**config.mk**
```make
export PLATFORM = sky130hd
export DESIGN_NAME = ka_mul_sched_flat
export DESIGN_NICKNAME = d
export VERILOG_FILES = /design/src/rtl/ka_mul_sched_pkg.sv /design/src/rtl/ka_mul_sched_if.sv /design/src/rtl/ka_mul16.sv /design/src/rtl/ka_rr_arb2.sv /design/src/rtl/ka_mul_sched.sv /design/src/flat_wrapper.sv
export SDC_FILE = /design/constraint.sdc
export NUM_CORES = 1
export LEC_CHECK = 0
export ABC_AREA = 1
export CAP_MARGIN = 20
export CELL_PAD_IN_SITES_DETAIL_PLACEMENT = 1
export CELL_PAD_IN_SITES_GLOBAL_PLACEMENT = 2
export CORE_AREA = 2 2 264 266
export DETAILED_ROUTE_END_ITERATION = 7
export DIE_AREA = 0 0 266 268
export GPL_ROUTABILITY_DRIVEN = 0
export GPL_TIMING_DRIVEN = 0
export PLACE_DENSITY = 0.82
export SYNTH_ARGS = -nofsm -noshare
export SYNTH_HDL_FRONTEND = slang
export SYNTH_HIERARCHICAL = 1
export SYNTH_SLANG_ARGS = --single-unit
```
**constraint.sdc**
```tcl
create_clock -name iClk -period 9.1 [get_ports iClk]
set_clock_uncertainty 0.1 [all_clocks]
set_input_delay 1.365 -clock iClk [delete_from_list [all_inputs] [get_ports iClk]]
set_output_delay 1.365 -clock iClk [all_outputs]
set_load 0.05 [all_outputs]
```
**src/rtl/ka_mul_sched_pkg.sv**
```systemverilog
// rtl/ka_mul_sched_pkg.sv - shared widths, FSM states and partial-product alignment for ka_mul_sched
package ka_mul_sched_pkg;

  localparam int wI   = 32;
  localparam int wO   = 2 * wI;
  localparam int NREQ = 2;
  localparam int HALF = wI / 2;

  typedef enum logic [1:0] {
    ST_IDLE,
    ST_MUL,
    ST_DONE
  } state_t;

  // Step k multiplies A half k[0] by B half k[1]; the shift is the sum of the half offsets.
  localparam logic [5:0] PP_SHIFT [4] = '{6'd0, 6'd16, 6'd16, 6'd32};

  function automatic logic [wO-1:0] pp_align(input logic [wI-1:0] pp, input logic [1:0] idx);
    return {{(wO - wI){1'b0}}, pp} << PP_SHIFT[idx];
  endfunction

endpackage

```
**src/rtl/ka_mul_sched_if.sv**
```systemverilog
// rtl/ka_mul_sched_if.sv - requester and product handshake bundle of ka_mul_sched
interface ka_mul_sched_if;
  import ka_mul_sched_pkg::*;

  logic [NREQ-1:0] iReqValid;
  logic [NREQ-1:0] oReqReady;
  logic [wI-1:0]   iA0;
  logic [wI-1:0]   iB0;
  logic [wI-1:0]   iA1;
  logic [wI-1:0]   iB1;
  logic            oValid;
  logic            iReady;
  logic [wO-1:0]   oProd;
  logic            oId;

  modport slave (
    input  iReqValid, iA0, iB0, iA1, iB1, iReady,
    output oReqReady, oValid, oProd, oId
  );

  modport master (
    output iReqValid, iA0, iB0, iA1, iB1, iReady,
    input  oReqReady, oValid, oProd, oId
  );

endinterface

```
**src/rtl/ka_mul16.sv**
```systemverilog
// rtl/ka_mul16.sv - shared 16x16 unsigned multiplier resource
module ka_mul16
  import ka_mul_sched_pkg::*;
(
  input  logic [HALF-1:0] a_i,
  input  logic [HALF-1:0] b_i,
  output logic [wI-1:0]   p_o
);

  assign p_o = {{HALF{1'b0}}, a_i} * {{HALF{1'b0}}, b_i};

endmodule

```
**src/rtl/ka_rr_arb2.sv**
```systemverilog
// rtl/ka_rr_arb2.sv - two-way round-robin grant; a tie goes to the requester not served last
module ka_rr_arb2 (
  input  logic [1:0] valid_i,
  input  logic       last_id_i,
  output logic [1:0] grant_o,
  output logic       grant_id_o
);

  assign grant_id_o = valid_i[1] & (~valid_i[0] | ~last_id_i);
  assign grant_o    = (valid_i == 2'b00) ? 2'b00 : (grant_id_o ? 2'b10 : 2'b01);

endmodule

```
**src/rtl/ka_mul_sched.sv**
```systemverilog
// rtl/ka_mul_sched.sv - round-robin scheduler building 32x32 products from four 16x16 steps
// KA_MUL_SCHED_PPREG_EN registers the multiplier output, adding one cycle of latency.
module ka_mul_sched
  import ka_mul_sched_pkg::*;
(
  input  logic           iClk,
  input  logic           iRst,
  ka_mul_sched_if.slave  bus
);

  state_t          state_q, state_d;
  logic [2:0]      cnt_q, cnt_d;
  logic            last_id_q, last_id_d;
  logic            id_q, id_d;
  logic [wI-1:0]   a_q, a_d, b_q, b_d;
  logic [wO-1:0]   acc_q, acc_d;

  logic [1:0]      grant;
  logic            grant_id;
  logic [HALF-1:0] mul_a, mul_b;
  logic [wI-1:0]   mul_p;
  logic [wO-1:0]   add_term;
  logic            add_en;
  logic            last_step;

  ka_rr_arb2 u_arb (
    .valid_i    (bus.iReqValid),
    .last_id_i  (last_id_q),
    .grant_o    (grant),
    .grant_id_o (grant_id)
  );

  assign mul_a = cnt_q[0] ? a_q[wI-1:HALF] : a_q[HALF-1:0];
  assign mul_b = cnt_q[1] ? b_q[wI-1:HALF] : b_q[HALF-1:0];

  ka_mul16 u_mul (
    .a_i (mul_a),
    .b_i (mul_b),
    .p_o (mul_p)
  );

`ifdef KA_MUL_SCHED_PPREG_EN
  logic [wI-1:0] pp_q, pp_d;

  assign pp_d      = (state_q == ST_MUL) ? mul_p : pp_q;
  // Accumulation trails issue by one step, so align with the previous step's shift.
  assign add_term  = pp_align(pp_q, cnt_q[1:0] - 2'd1);
  assign add_en    = (cnt_q != 3'd0);
  assign last_step = (cnt_q == 3'd4);

  always_ff @(posedge iClk or posedge iRst) begin
    if (iRst) pp_q <= '0;
    else      pp_q <= pp_d;
  end
`else
  assign add_term  = pp_align(mul_p, cnt_q[1:0]);
  assign add_en    = 1'b1;
  assign last_step = (cnt_q == 3'd3);
`endif

  assign bus.oReqReady = (state_q == ST_IDLE && !iRst) ? grant : 2'b00;
  assign bus.oValid    = (state_q == ST_DONE);
  assign bus.oProd     = acc_q;
  assign bus.oId       = id_q;

  always_comb begin
    state_d   = state_q;
    cnt_d     = cnt_q;
    last_id_d = last_id_q;
    id_d      = id_q;
    a_d       = a_q;
    b_d       = b_q;
    acc_d     = acc_q;
    unique case (state_q)
      ST_IDLE: begin
        if (|bus.oReqReady) begin
          a_d       = grant_id ? bus.iA1 : bus.iA0;
          b_d       = grant_id ? bus.iB1 : bus.iB0;
          id_d      = grant_id;
          last_id_d = grant_id;
          acc_d     = '0;
          cnt_d     = 3'd0;
          state_d   = ST_MUL;
        end
      end
      ST_MUL: begin
        if (add_en) acc_d = acc_q + add_term;
        cnt_d = cnt_q + 3'd1;
        if (last_step) state_d = ST_DONE;
      end
      ST_DONE: begin
        if (bus.iReady) state_d = ST_IDLE;
      end
      default: state_d = ST_IDLE;
    endcase
  end

  always_ff @(posedge iClk or posedge iRst) begin
    if (iRst) begin
      state_q   <= ST_IDLE;
      cnt_q     <= 3'd0;
      last_id_q <= 1'b1;
      id_q      <= 1'b0;
      a_q       <= '0;
      b_q       <= '0;
      acc_q     <= '0;
    end else begin
      state_q   <= state_d;
      cnt_q     <= cnt_d;
      last_id_q <= last_id_d;
      id_q      <= id_d;
      a_q       <= a_d;
      b_q       <= b_d;
      acc_q     <= acc_d;
    end
  end

endmodule

```
**src/flat_wrapper.sv**
```systemverilog
// flat-port wrapper written by rule: the top's interface ports become plain ports
module ka_mul_sched_flat import ka_mul_sched_pkg::*;
  (iClk, iRst, bus_iReqValid, bus_iA0, bus_iB0, bus_iA1, bus_iB1, bus_iReady, bus_oReqReady, bus_oValid, bus_oProd, bus_oId);
  ka_mul_sched_if bus_i ();
  input  logic iClk;
  input  logic iRst;
  input wire logic [$bits(bus_i.iReqValid)-1:0] bus_iReqValid;
  input wire logic [$bits(bus_i.iA0)-1:0] bus_iA0;
  input wire logic [$bits(bus_i.iB0)-1:0] bus_iB0;
  input wire logic [$bits(bus_i.iA1)-1:0] bus_iA1;
  input wire logic [$bits(bus_i.iB1)-1:0] bus_iB1;
  input wire logic [$bits(bus_i.iReady)-1:0] bus_iReady;
  output wire logic [$bits(bus_i.oReqReady)-1:0] bus_oReqReady;
  output wire logic [$bits(bus_i.oValid)-1:0] bus_oValid;
  output wire logic [$bits(bus_i.oProd)-1:0] bus_oProd;
  output wire logic [$bits(bus_i.oId)-1:0] bus_oId;
  assign bus_i.iReqValid = bus_iReqValid;
  assign bus_i.iA0 = bus_iA0;
  assign bus_i.iB0 = bus_iB0;
  assign bus_i.iA1 = bus_iA1;
  assign bus_i.iB1 = bus_iB1;
  assign bus_i.iReady = bus_iReady;
  assign bus_oReqReady = bus_i.oReqReady;
  assign bus_oValid = bus_i.oValid;
  assign bus_oProd = bus_i.oProd;
  assign bus_oId = bus_i.oId;
  ka_mul_sched u_core (.iClk(iClk), .iRst(iRst), .bus(bus_i));
endmodule
```
==> impl_metrics.csv <==
group,metric,value,unit
status,status,"finished, final reports clean",
sta,fin_crit_sh,0.960,
global_route,grt_overflow,0,
route,drt-initial-drc-count,1454,
yosys,async_reset_ff_frac,1.00,
clock_tree,cts_tree,"done",
yosys,synth_nets,4126,
floorplanning,core_area,68200,µm²
clock_tree,root_buffer,"clkbuf_16",
yosys,synthAdderAreaFrac,0.270,
yosys,syn_area_per_cell,6.15,µm²
floorplanning,dieArea,71300,µm²
sta,whs,0.396,ns
flow_run,cap_violations,0,
floorplanning,ioPinCount,201,
yosys,synth_compound_area_frac,0.0788,
clock_tree,clock_latency,0.48,ns
yosys,synth.distinct_cells,38,
global_route,antenna_found_initial,1,
sta,setup_viol,0,
route,routed_wl,92800,µm
sta,drv_slew,0,
placement,hpwl,79000,µm
worst_setup_path,crit_path_start_kind,"flip-flop",
clock_tree,ctsHtreeMaxLevel,4,
sta,fmax,115,MHz
yosys,ys_ff_latch,135,
sta,finalHoldViolCount,0,
yosys,synth-seq-area-share,0.151,
yosys,syn-cell-area,22300,µm²
yosys,synth_most_common_cell,"nand2_1",
placement,io_buffers,200,
placement,dp.cells,4712,
clock_tree,numCtsBuffers,17,
yosys,synth.top_cell.area_share,0.228,
sta,tightest_slew,0.720,ns
yosys,synth_edf_count,0,
worst_setup_path,crit_type,"reg -> reg",
yosys,synthTopCellsByArea,"nand2_1 23%, fa_1 17%, inv_1 16%",
global_route,grt_max_degree,72,
yosys,yosysWarnings,6,
clock_tree,cts.sinks,135,
worst_setup_path,required,9.37,ns
route,via_per_inst,4.77,
sta,max_slew_margin,0.520,
floorplanning,chipHeight,268,µm
cells_and_area,syn_to_final_growth,18.5,%
sta,rsz0062_at_grt,"true",
route,route.detailed.drc,0,
yosys,yosys.area_share.simple,0.308,
clock_tree,clockBufferDepth,2,
route,post_drt_wl_per_cell,19.5,µm
yosys,muxShareOfSynthArea,0,
cells_and_area,fin_cells,4747,
floorplanning,initial_utilization,0.327,
yosys,yosys.area_share.xor_xnor,0.0114,
yosys,synth_top_area_cell,"nand2_1",
cells_and_area,design_area,26500,µm²
worst_setup_path,slowest_delay,0.60,ns
cells_and_area,nets,4349,
yosys,synth_top_family_by_area,"simple AND/OR/NAND/NOR gates",
floorplanning,rows,96,
sta,fin_ws,0.367,ns
clock_tree,path_clk_slew,0.07,ns
route,vias,22600,
hold_path,worstHoldPathType,"reg -> reg",
worst_setup_path,crit_slowest_cell,"fa_1",
global_route,grt_pass1_vias,23500,
cells_and_area,antenna_cells,0,
worst_setup_path,path_common_cell,"nand2_1",
global_route,grt_usage,0.265,
yosys,synth_cells,3629,
route,ant_nets,0,
placement,dpl_cell_area,25500,µm²
route,dr.pass1.iters,5,
sta,min_period,8.73,ns
placement,dp_slack,-0.976,ns
floorplanning,dieWidth,266,µm
cells_and_area,drive_gt1_frac,0.0668,
yosys,synth_ff_type,"dfrtp_1",
worst_setup_path,crit_fanout,10,
global_route,grt_pass1_wl,141000,µm
worst_setup_path,critPathArrivalTime,9.00,ns
worst_setup_path,cp-end-kind,"flip-flop",
yosys,netlist_top_cells_count,"1,355 x nand2_1, 930 x inv_1, 195 x fa_1, 189 x o21ai_0, 169 x ha_1",
placed cells by master, fill, tap and decap left out, types with 7 or more instances in the layout:
master              n
nand2_1          1346
inv_1             929
clkdlybuf4s50_1   200
fa_1              195
o21ai_0           169
ha_1              166
nor2_1            157
dfrtp_1           132
nand3_1            96
a21oi_1            79
nand2_2            33
o211ai_1           33
clkbuf_1           32
clkbuf_4           31
nor2_2             28
buf_2              25
buf_4              21
clkbuf_16          17
nand3_2            17
o21ai_2            16
clkbuf_2           14
xnor2_1            13
inv_2              11
o21ai_1            11
xor2_1             11
nor3_1              9
nand4_1             7
layer usage:
layer,share of wire,GRT usage
met1,0.47,0.365
met2,0.47,0.450
met3,0.038,0.0245
met4,0.017,0.0569
met5,0,0
sequential cells by signal (all words and copies together), names as in the netlist:
| register | count |
|---|---|
| u_core/state_q | 2 |
| u_core/a_q | 32 |
| u_core/bus.oId | 1 |
| u_core/cnt_q | 3 |
| u_core/bus.oProd | 64 |
| u_core/last_id_q | 1 |
| u_core/b_q | 32 |
per-stage QoR:
| step | setup TNS, ns | utilization |
|---|---|---|
| after global placement | -35.55 | 0.373 |
| after detailed placement | -37.95 | 0.373 |
| after floorplan | 0 | - |
| final | 0 | 0.388 |
| after global routing | -0.178 | 0.388 |
| after CTS | 0 | 0.383 |
area by class of cell:
cell class	count	area, µm²
multi-input combinational	2428	15100
tap	882	1100
sequential	135	3380
clock buffer	18	429
buffer	123	694
timing repair buffer	206	2070
clock inverter	14	159
inverter	941	3540
fill	9103	41800
critical path, delay by kind of cell, from the launching register on:
kind / cells / cell delay (ns)
adder cells (fa/ha/maj): 8 / 3.91
AND/OR/NAND/NOR: 15 / 1.79
buffers and inverters: 10 / 1.45
AO/OA/AOI/OAI: 3 / 0.64
flip-flops: 1 / 0.47
XOR/XNOR: 1 / 0.27
cells by family (layout without fill, tap and decap cells):
group	Yosys count	after routing
and+or+nand+nor	1709	1709
buffers and inverters	1066	1302
adders and majority gates	364	364
AOI/OAI and AO/OA	326	326
DFF	135	135
xor gates and xnor gates	29	29
path summary, 6_finish.rpt:
check / from / to / slack, ns / cells past startpoint
min: u_core/b_q[17]$_DFFE_PP0P_ / u_core/b_q[17]$_DFFE_PP0P_ / 0.40 / 2
max: u_core/cnt_q[1]$_DFFE_PP0P_ / u_core/bus.oProd[56]$_DFFE_PP0P_ / 0.37 / 37
max reg2reg: u_core/cnt_q[1]$_DFFE_PP0P_ / u_core/bus.oProd[56]$_DFFE_PP0P_ / 0.37 / 37
min in group asynchronous: iRst / u_core/a_q[29]$_DFFE_PP0P_ / 1.30 / 2
max in group asynchronous: iRst / u_core/bus.oProd[37]$_DFFE_PP0P_ / 6.73 / 3
min reg2reg: u_core/b_q[17]$_DFFE_PP0P_ / u_core/b_q[17]$_DFFE_PP0P_ / 0.40 / 2
repair_timing:
action	4_1_cts	5_1_grt
resized for setup	81	163
buffers inserted	0	5
endpoints found under the setup margin	51	48
pin swaps	0	0
hold buffers	0	0
gates cloned	0	0
Power is not shown: default switching activity piles up to over one toggle a cycle in this logic, so the estimate is an artifact.
